$ cat src/rtl/assoc_tag_cache.sv
// Set-associative tag directory: lookup / fill / invalidate-line / flush-all.
// Round-robin victim per set; flush walks one set per cycle with the block busy.
module assoc_tag_cache #(
  parameter  int ADDR_W   = 32,
  parameter  int INDEX_W  = 6,
  parameter  int OFFSET_W = 0,
  parameter  int WAYS     = 2,
  localparam int SETS     = 2**INDEX_W,
  localparam int TAG_W    = ADDR_W - INDEX_W - OFFSET_W,
  localparam int WAY_W    = (WAYS > 1) ? $clog2(WAYS) : 1
) (
  input  logic              clk,
  input  logic              rst_n,
  input  logic              req_valid,
  output logic              req_ready,
  input  logic [1:0]        req_op,
  input  logic [ADDR_W-1:0] req_addr,
  output logic              rsp_valid,
  output logic              rsp_hit,
  output logic [WAY_W-1:0]  rsp_way,
  output logic              busy,
  output logic [15:0]       hit_count,
  output logic [15:0]       miss_count
);

  typedef enum logic {IDLE = 1'b0, FLUSH = 1'b1} state_t;
  typedef enum logic [1:0] {OP_LOOKUP = 2'b00, OP_FILL = 2'b01,
                            OP_INVAL = 2'b10, OP_FLUSH = 2'b11} op_t;

  typedef struct packed {
    op_t                op;
    logic [INDEX_W-1:0] idx;
    logic [TAG_W-1:0]   tag;
  } req_t;

  state_t state_q, state_d;
  logic [INDEX_W-1:0] flush_idx_q;

  logic [SETS-1:0][WAYS-1:0]  valid_q;
  logic [SETS-1:0][WAY_W-1:0] ptr_q;
  logic [TAG_W-1:0]           tag_q [SETS][WAYS];

  req_t req;
  assign req.op  = op_t'(req_op);
  assign req.idx = req_addr[INDEX_W+OFFSET_W-1:OFFSET_W];
  assign req.tag = req_addr[ADDR_W-1:INDEX_W+OFFSET_W];

  assign busy      = (state_q == FLUSH);
  assign req_ready = !busy;

  logic accept;
  assign accept = req_valid && req_ready;

  logic [WAYS-1:0] match;
  for (genvar w = 0; w < WAYS; w++) begin : g_way
    assign match[w] = valid_q[req.idx][w] && (tag_q[req.idx][w] == req.tag);
  end

  // Descending scan so the lowest-numbered way wins for both hit and free slot.
  logic             hit, free;
  logic [WAY_W-1:0] hit_way, free_way, fill_way, ptr_inc;
  always_comb begin
    hit      = 1'b0;
    hit_way  = '0;
    free     = 1'b0;
    free_way = '0;
    for (int w = WAYS - 1; w >= 0; w--) begin
      if (match[w]) begin
        hit     = 1'b1;
        hit_way = WAY_W'(w);
      end
      if (!valid_q[req.idx][w]) begin
        free     = 1'b1;
        free_way = WAY_W'(w);
      end
    end
    fill_way = free ? free_way : ptr_q[req.idx];
    ptr_inc  = (WAYS == 1) ? '0 : ptr_q[req.idx] + WAY_W'(1);
  end

  always_comb begin
    state_d = state_q;
    case (state_q)
      IDLE:    if (accept && req.op == OP_FLUSH) state_d = FLUSH;
      FLUSH:   if (flush_idx_q == INDEX_W'(SETS - 1)) state_d = IDLE;
      default: state_d = IDLE;
    endcase
  end

  always_ff @(posedge clk or negedge rst_n) begin
    if (!rst_n) state_q <= IDLE;
    else        state_q <= state_d;
  end

  // Registered so the flush response lands on the final busy cycle.
  logic flush_pulse;
  assign flush_pulse = busy && (flush_idx_q == INDEX_W'(SETS - 2));

  always_ff @(posedge clk or negedge rst_n) begin
    if (!rst_n) begin
      flush_idx_q <= '0;
      valid_q     <= '0;
      ptr_q       <= '0;
      rsp_valid   <= 1'b0;
      rsp_hit     <= 1'b0;
      rsp_way     <= '0;
      hit_count   <= '0;
      miss_count  <= '0;
    end else begin
      rsp_valid <= 1'b0;
      rsp_hit   <= 1'b0;
      rsp_way   <= '0;
      if (busy) begin
        valid_q[flush_idx_q] <= '0;
        ptr_q[flush_idx_q]   <= '0;
        flush_idx_q          <= flush_idx_q + INDEX_W'(1);
        rsp_valid            <= flush_pulse;
      end else if (accept) begin
        rsp_valid <= (req.op != OP_FLUSH);
        case (req.op)
          OP_LOOKUP: begin
            rsp_hit <= hit;
            rsp_way <= hit ? hit_way : '0;
            if (hit) begin
              if (hit_count != 16'hFFFF) hit_count <= hit_count + 16'd1;
            end else begin
              if (miss_count != 16'hFFFF) miss_count <= miss_count + 16'd1;
            end
          end
          OP_FILL: begin
            rsp_hit <= hit;
            rsp_way <= hit ? hit_way : fill_way;
            if (!hit) begin
              valid_q[req.idx][fill_way] <= 1'b1;
              if (!free) ptr_q[req.idx] <= ptr_inc;
            end
          end
          OP_INVAL: begin
            rsp_hit <= hit;
            rsp_way <= hit ? hit_way : '0;
            if (hit) valid_q[req.idx][hit_way] <= 1'b0;
          end
          default: flush_idx_q <= '0;
        endcase
      end
    end
  end

  // Tags carry no reset; a line is only meaningful behind its valid bit.
  always_ff @(posedge clk) begin
    if (accept && req.op == OP_FILL && !hit)
      tag_q[req.idx][fill_way] <= req.tag;
  end

endmodule

$ cat config.mk
export PLATFORM = sky130hd
export DESIGN_NAME = assoc_tag_cache
export DESIGN_NICKNAME = d
export VERILOG_FILES = /design/src/rtl/assoc_tag_cache.sv
export SDC_FILE = /design/constraint.sdc
export NUM_CORES = 2
export LEC_CHECK = 0
export ABC_CLOCK_PERIOD_IN_PS = 6000
export BUFFER_PORTS_ARGS = -buffer_cell sky130_fd_sc_hd__clkbuf_2
export CAP_MARGIN = 20
export CORE_MARGIN = 8
export CORE_UTILIZATION = 35
export CTS_CLUSTER_SIZE = 30
export DETAILED_ROUTE_END_ITERATION = 16
export REMOVE_ABC_BUFFERS = 1
export SYNTH_ARGS = -nofsm -noshare
export SYNTH_HDL_FRONTEND = slang
export SYNTH_SLANG_ARGS = --single-unit
export TNS_END_PERCENT = 1
$ cat constraint.sdc
create_clock -name clk -period 6 [get_ports clk]
set_clock_uncertainty 0.2 [all_clocks]
set_input_delay 0.6 -clock clk [delete_from_list [all_inputs] [get_ports clk]]
set_output_delay 0.6 -clock clk [all_outputs]
set_load 0.02 [all_outputs]
# After elaboration in Yosys (flattened, before gate mapping)
# Memory sizes are Yosys's and may differ from the RTL's.
# Cells that the tools add are included.
[word_totals]
mem_count = 1
mem_bits_ro = 0
inputBits = 37
regBits = 234
latch_bits = 0
ramBits = 3328
[memory_table]
columns = ["memory", "words", "width", "rd", "rd_ports_with_merged_regs", "write_ports", "line", "text"]
rows = [
  ["tag_q", 64, 52, 1, 0, 1, "41", "logic [TAG_W-1:0] tag_q [SETS][WAYS];"],
]
[op_classes]
div_mod_pow = 0
mux = 56
n_reduce_logical = 25
n_bitwise = 10
multipliers = 0
order_cmp = 10
addsub = 4
n_shift = 0
eq_ne = 15
[op_table]
columns = ["op", "count"]
rows = [
  ["$mux W128", 4],
  ["$mux W64", 5],
  ["$and A128 B128 Y128", 2],
  ["$not A128 Y128", 2],
  ["$pmux W128 S2", 1],
  ["$or A128 B128 Y128", 1],
  ["$and A64 B64 Y64", 1],
  ["$bwmux W64", 1],
  ["$not A64 Y64", 1],
  ["$eq A26 B26 Y1", 2],
  ["$mux W52", 1],
  ["$demux W2 S6", 3],
  ["$add A16 B1 Y16 const B", 2],
  ["$ne A16 B16 Y1 const B", 2],
  ["$demux W26 S1", 1],
  ["$mux W26", 1],
  ["$mux W1", 24],
  ["$mux W6", 3],
  ["$lt A6 B7 Y1 const B", 2],
  ["$bmux W2 S6", 1],
  ["$demux W1 S6", 2],
  ["$eq A6 B6 Y1 const B", 2],
  ["$ge A6 B1 Y1 const B", 2],
  ["$logic_and A1 B1 Y1", 12],
  ["other kinds (26)", 42],
]

# Depth between registers and ports, before layout
[depth]
depth_word = 17
depth_mapped = 23
depth_no_buf = 12

# Worst setup path before layout
# Ideal clock, no wire load.
[synth_path]
path_type = "input-to-reg"
start = "input req_addr[2]"
end = "memory tag_q[0][26] (netlist name) (enable)"
setup_time_ns = 0.409
stages = 18
path_slack_ns = -0.141
path_buffers = 8
arrival_time_ns = 5.532
path_cell_list = "buf_2 > buf_4 > buf_2 > buf_2 > buf_1 > mux4_2 > nand2_1 > a21oi_1 > a221o_1 > nor4b_1 > xnor2_1 > and4b_1 > a21bo_2 > or4_1 > buf_2 > buf_2 > buf_2 > nor2_1"
[synth_between]
elab_chain_len = 11
word_cells_on_any_way = 25
[synth_rtl]
columns = ["item", "line", "text"]
rows = [
  ["start: declaration", "17", "input logic [ADDR_W-1:0] req_addr,"],
  ["$bmux W2 S6", "56, 72", ""],
  ["$mux W2 (not written as such)", "56, 72", ""],
  ["$mux W1 (2 in a row)", "72", "if (!valid_q[req.idx][w]) begin"],
  ["$mux W1", "77", "fill_way = free ? free_way : ptr_q[req.idx];"],
  ["$not A1 Y2 (not written as such)", "152", "tag_q[req.idx][fill_way] <= req.tag;"],
  ["$ge A2 B2 Y1 (not written as such) or $lt A2 B1 Y1 (tied branches)", "152", ""],
  ["$logic_and A1 B1 Y1 (not written as such)", "152", ""],
  ["$mux W26 (not written as such)", "152", ""],
  ["$demux W26 S1", "152", ""],
  ["$mux W52 (not written as such)", "152", ""],
  ["end: declaration", "41", ""],
]
# Several ways; a longest one is shown, not always the timed one. The select of a mux whose other input is x is not followed.

# Worst setup path after layout
[layout_path]
start = "input req_addr[0]"
end = "memory tag_q[41][20] (netlist name) (enable)"
# The elaborated chain is that of the path after synthesis.

==> results.cfg <==
[synthesis]
yosys_warnings = 0
netlist_top_cells_area = edfxtp_1, mux4_2, dfrtp_1
synth_top_area_cell = edfxtp_1
synth_cell_types = 94
avgSynthCellArea_um2 = 17.9
synth_top_area_share_pct = 70.6
async_flop_share_pct = 6.57
synth_edf_count = 3328
synth_common_cells = edfxtp_1, mux2i_1, mux4_2, a221oi_1, a22oi_1
syn-instance-count = 7897
post-synth-top-count-cell = edfxtp_1
synth_area_um2 = 141000
ys_seq_area_share_pct = 74.8
ys_seq_elements = 3562
synth_flop_cell = edfxtp_1

[drt]
wl_per_cell_um = 38.3
first_pass_iters = 8
via_per_inst = 6.22
vias = 91200
dr.first_iter.drc_count = 15800
drcViolationCount = 0
drt_wl_total_um = 562000
antenna_left = 0

[critical_path]
regToRegEndpoint = tag_q[41][20]$_DFFE_PP_
critPathKind = in -> reg
cp-endpoint = tag_q[41][20]$_DFFE_PP_
rr_worst_depth = 20
critPathLaunchType = input pin
rrSetupSlack_ns = 0.37
r2r-start = tag_q[48][4]$_DFFE_PP_
cp.required_ns = 6.42
cp-startpoint = req_addr[0]
crit_path_max_fanout = 39
crit_arrival_ns = 6.12
worstSetupEndpointType = flop

[cts]
htreeDepth = 5
path_clk_slew_ns = 0.06
clockBufferDepth = 4
insertion_delay_ns = 0.99
postCtsHoldBufs = 20
clock_sinks = 3562
cts_setup_buffers = 0
ctsResizeCount = 0
numCtsBuffers = 361
cts_root_buf = clkbuf_16
cts_tree = built

[timing]
drv_slew = 0
slew-limit-headroom_pct = 14.4
max_freq_ghz = 0.176
final-setup-viol-count = 0
fin_crit_sh_pct = 94.9
hold_viol = 0
period_needed_ns = 5.70
worstMarginPinSlew_ns = 1.28
tns_ns = 0
rsz0062_at_grt = no

[die]
core_area_um2 = 403000
die_h_um = 652
die-width_um = 652
io_pins = 74
dieArea_um2 = 425000
fp-row-count = 233
start_util_pct = 35.1

[power_and_ir_drop]
ir_drop_mv = 0.272
internal-power_mw = 41.4
p_per_area_nw_per_um2 = 317
p_sw_mw = 13.1
power_mw = 54.5
leakage_nw = 56.5
seqPwrFrac_pct = 50.1
switching_share_pct = 24.0
power_frac_clock_pct = 41.9
combPwrFrac_pct = 8.0

[layout]
regArea_um2 = 106000
final_cells = 14700
drive_above_1_share_pct = 27.2
fillCellCount = 35000
area_growth_pct = 21.5
multiInputGateArea_um2 = 33900
nets = 8987

[global_route]
grt_max_degree = 126
overflow = 0
grt_usage_pct = 25.4
grt_pass1_wl_um = 752000
antenna_found_initial = 46
grt_pass1_vias = 87100

[run]
maxCapViolations = 0

[min_path]
holdCritPathClass = in -> reg
holdPathStages = 1

[place]
place_hpwl_um = 378000
portBuffers = 73
finalWeightedCongestion = 1.00
dpl.cell_count = 14000

[status]
status = finished, final reports clean
## per-stage QoR
step                      setup slack, ns  hold WS (ns)  util (%)  cell area (um2)
after global routing                0.318        0.0414      42.7           172000
after CTS                           0.529       0.00386      42.7           172000
after global placement             -0.814         0.275      39.7           160000
after floorplan                     -5.70         0.104         -           139000
final                               0.305        0.0467      42.7           172000
after detailed placement           -0.442         0.277      39.7           160000
## logic make-up (layout without fill, tap and decap cells)
group / after synthesis / in the layout / share of synthesized area, %
adders and majority gates: 4 / 4 / 0.0354
and+or+nand+nor: 1132 / 1132 / 4.20
DFF: 3562 / 3562 / 74.8
muxes: 919 / 919 / 10.0
xor gates and xnor gates: 76 / 76 / 0.471
other: 0 / 21 / 0
buffers and inverters: 586 / 1936 / 2.05
AOI/OAI and AO/OA: 1618 / 1618 / 8.43
## worst min path at each step
stage	from	end	slack, ns
6_report	req_addr[8]	tag_q[26][28]$_DFFE_PP_	0.05
5_1_grt	req_addr[8]	tag_q[26][28]$_DFFE_PP_	0.04
4_1_cts	req_addr[8]	tag_q[26][28]$_DFFE_PP_	0.004
3_3_place_gp	miss_count[6]$_DFFE_PN0P_	miss_count[6]$_DFFE_PN0P_	0.27
3_5_place_dp	hit_count[3]$_DFFE_PN0P_	hit_count[3]$_DFFE_PN0P_	0.28
2_1_floorplan	rst_n	busy$_DFF_PN0_	0.10
## critical path, cell delays in order
cell and delay [ns]:
buf_8 0.21, buf_12 0.16, buf_12 0.25, mux4_2 0.62
a32oi_1 0.45, o21ai_0 0.22, buf_4 0.21, nor4_1 0.37
buf_4 0.25, xnor2_1 0.08, a211oi_2 0.35, o2111ai_1 0.16
buf_4 0.18, nor4b_4 0.48, buf_4 0.22, a21boi_0 0.07
buf_4 0.17, nand4_4 0.10, buf_12 0.18, buf_4 0.17
buf_12 0.15, nor2_4 0.05, buf_12 0.20
## placed cells by master, fill, tap and decap left out, types with 234 or more instances in the layout
cell type     n
a221oi_1    297
nand2_1     260
buf_12      321
dfrtp_1     234
mux4_2      389
clkbuf_16   363
buf_4       859
a22oi_1     288
edfxtp_1   3328
mux2i_1     427
## state kept, by name, summed over array words and instances, names as in the netlist
signal	count
flush_idx_q	6
miss_count	16
tag_q	3328
rsp_valid	1
hit_count	16
rsp_way	1
busy	1
ptr_q	64
rsp_hit	1
valid_q	128
## power by group through the flow
| stage | combinational (mW) | clock [mW] | sequential, mW |
|---|---|---|---|
| CTS | 4.21 | 23.0 | 27.3 |
| global placement | 4.15 | 0 | 27.8 |
| detailed placement | 4.19 | 0 | 27.8 |
| floorplan | 1.37 | 0 | 27.8 |
| finish | 4.36 | 22.9 | 27.3 |
| global route | 4.37 | 23.9 | 27.3 |
## routing by layer
metal / wire [um] / global-route usage (%) / part of all wire (%)
met3: 72400 / 7.31 / 13
met2: 247000 / 38.3 / 44
met1: 204000 / 32.8 / 36
met5: 20 / 0 / 0.0036
met4: 38900 / 14.4 / 6.9
## cell type report
type | instances | share of cell area [%]
antenna | 21 | 0.0306
clock buffer | 436 | 5.52
inverter | 23 | 0.0604
sequential | 3562 | 61.6
clock inverter | 228 | 1.39
timing repair buffer | 1249 | 7.78
tap | 5405 | 3.93
multi-input combinational | 3749 | 19.7
Power figures use the tool's default switching activity.
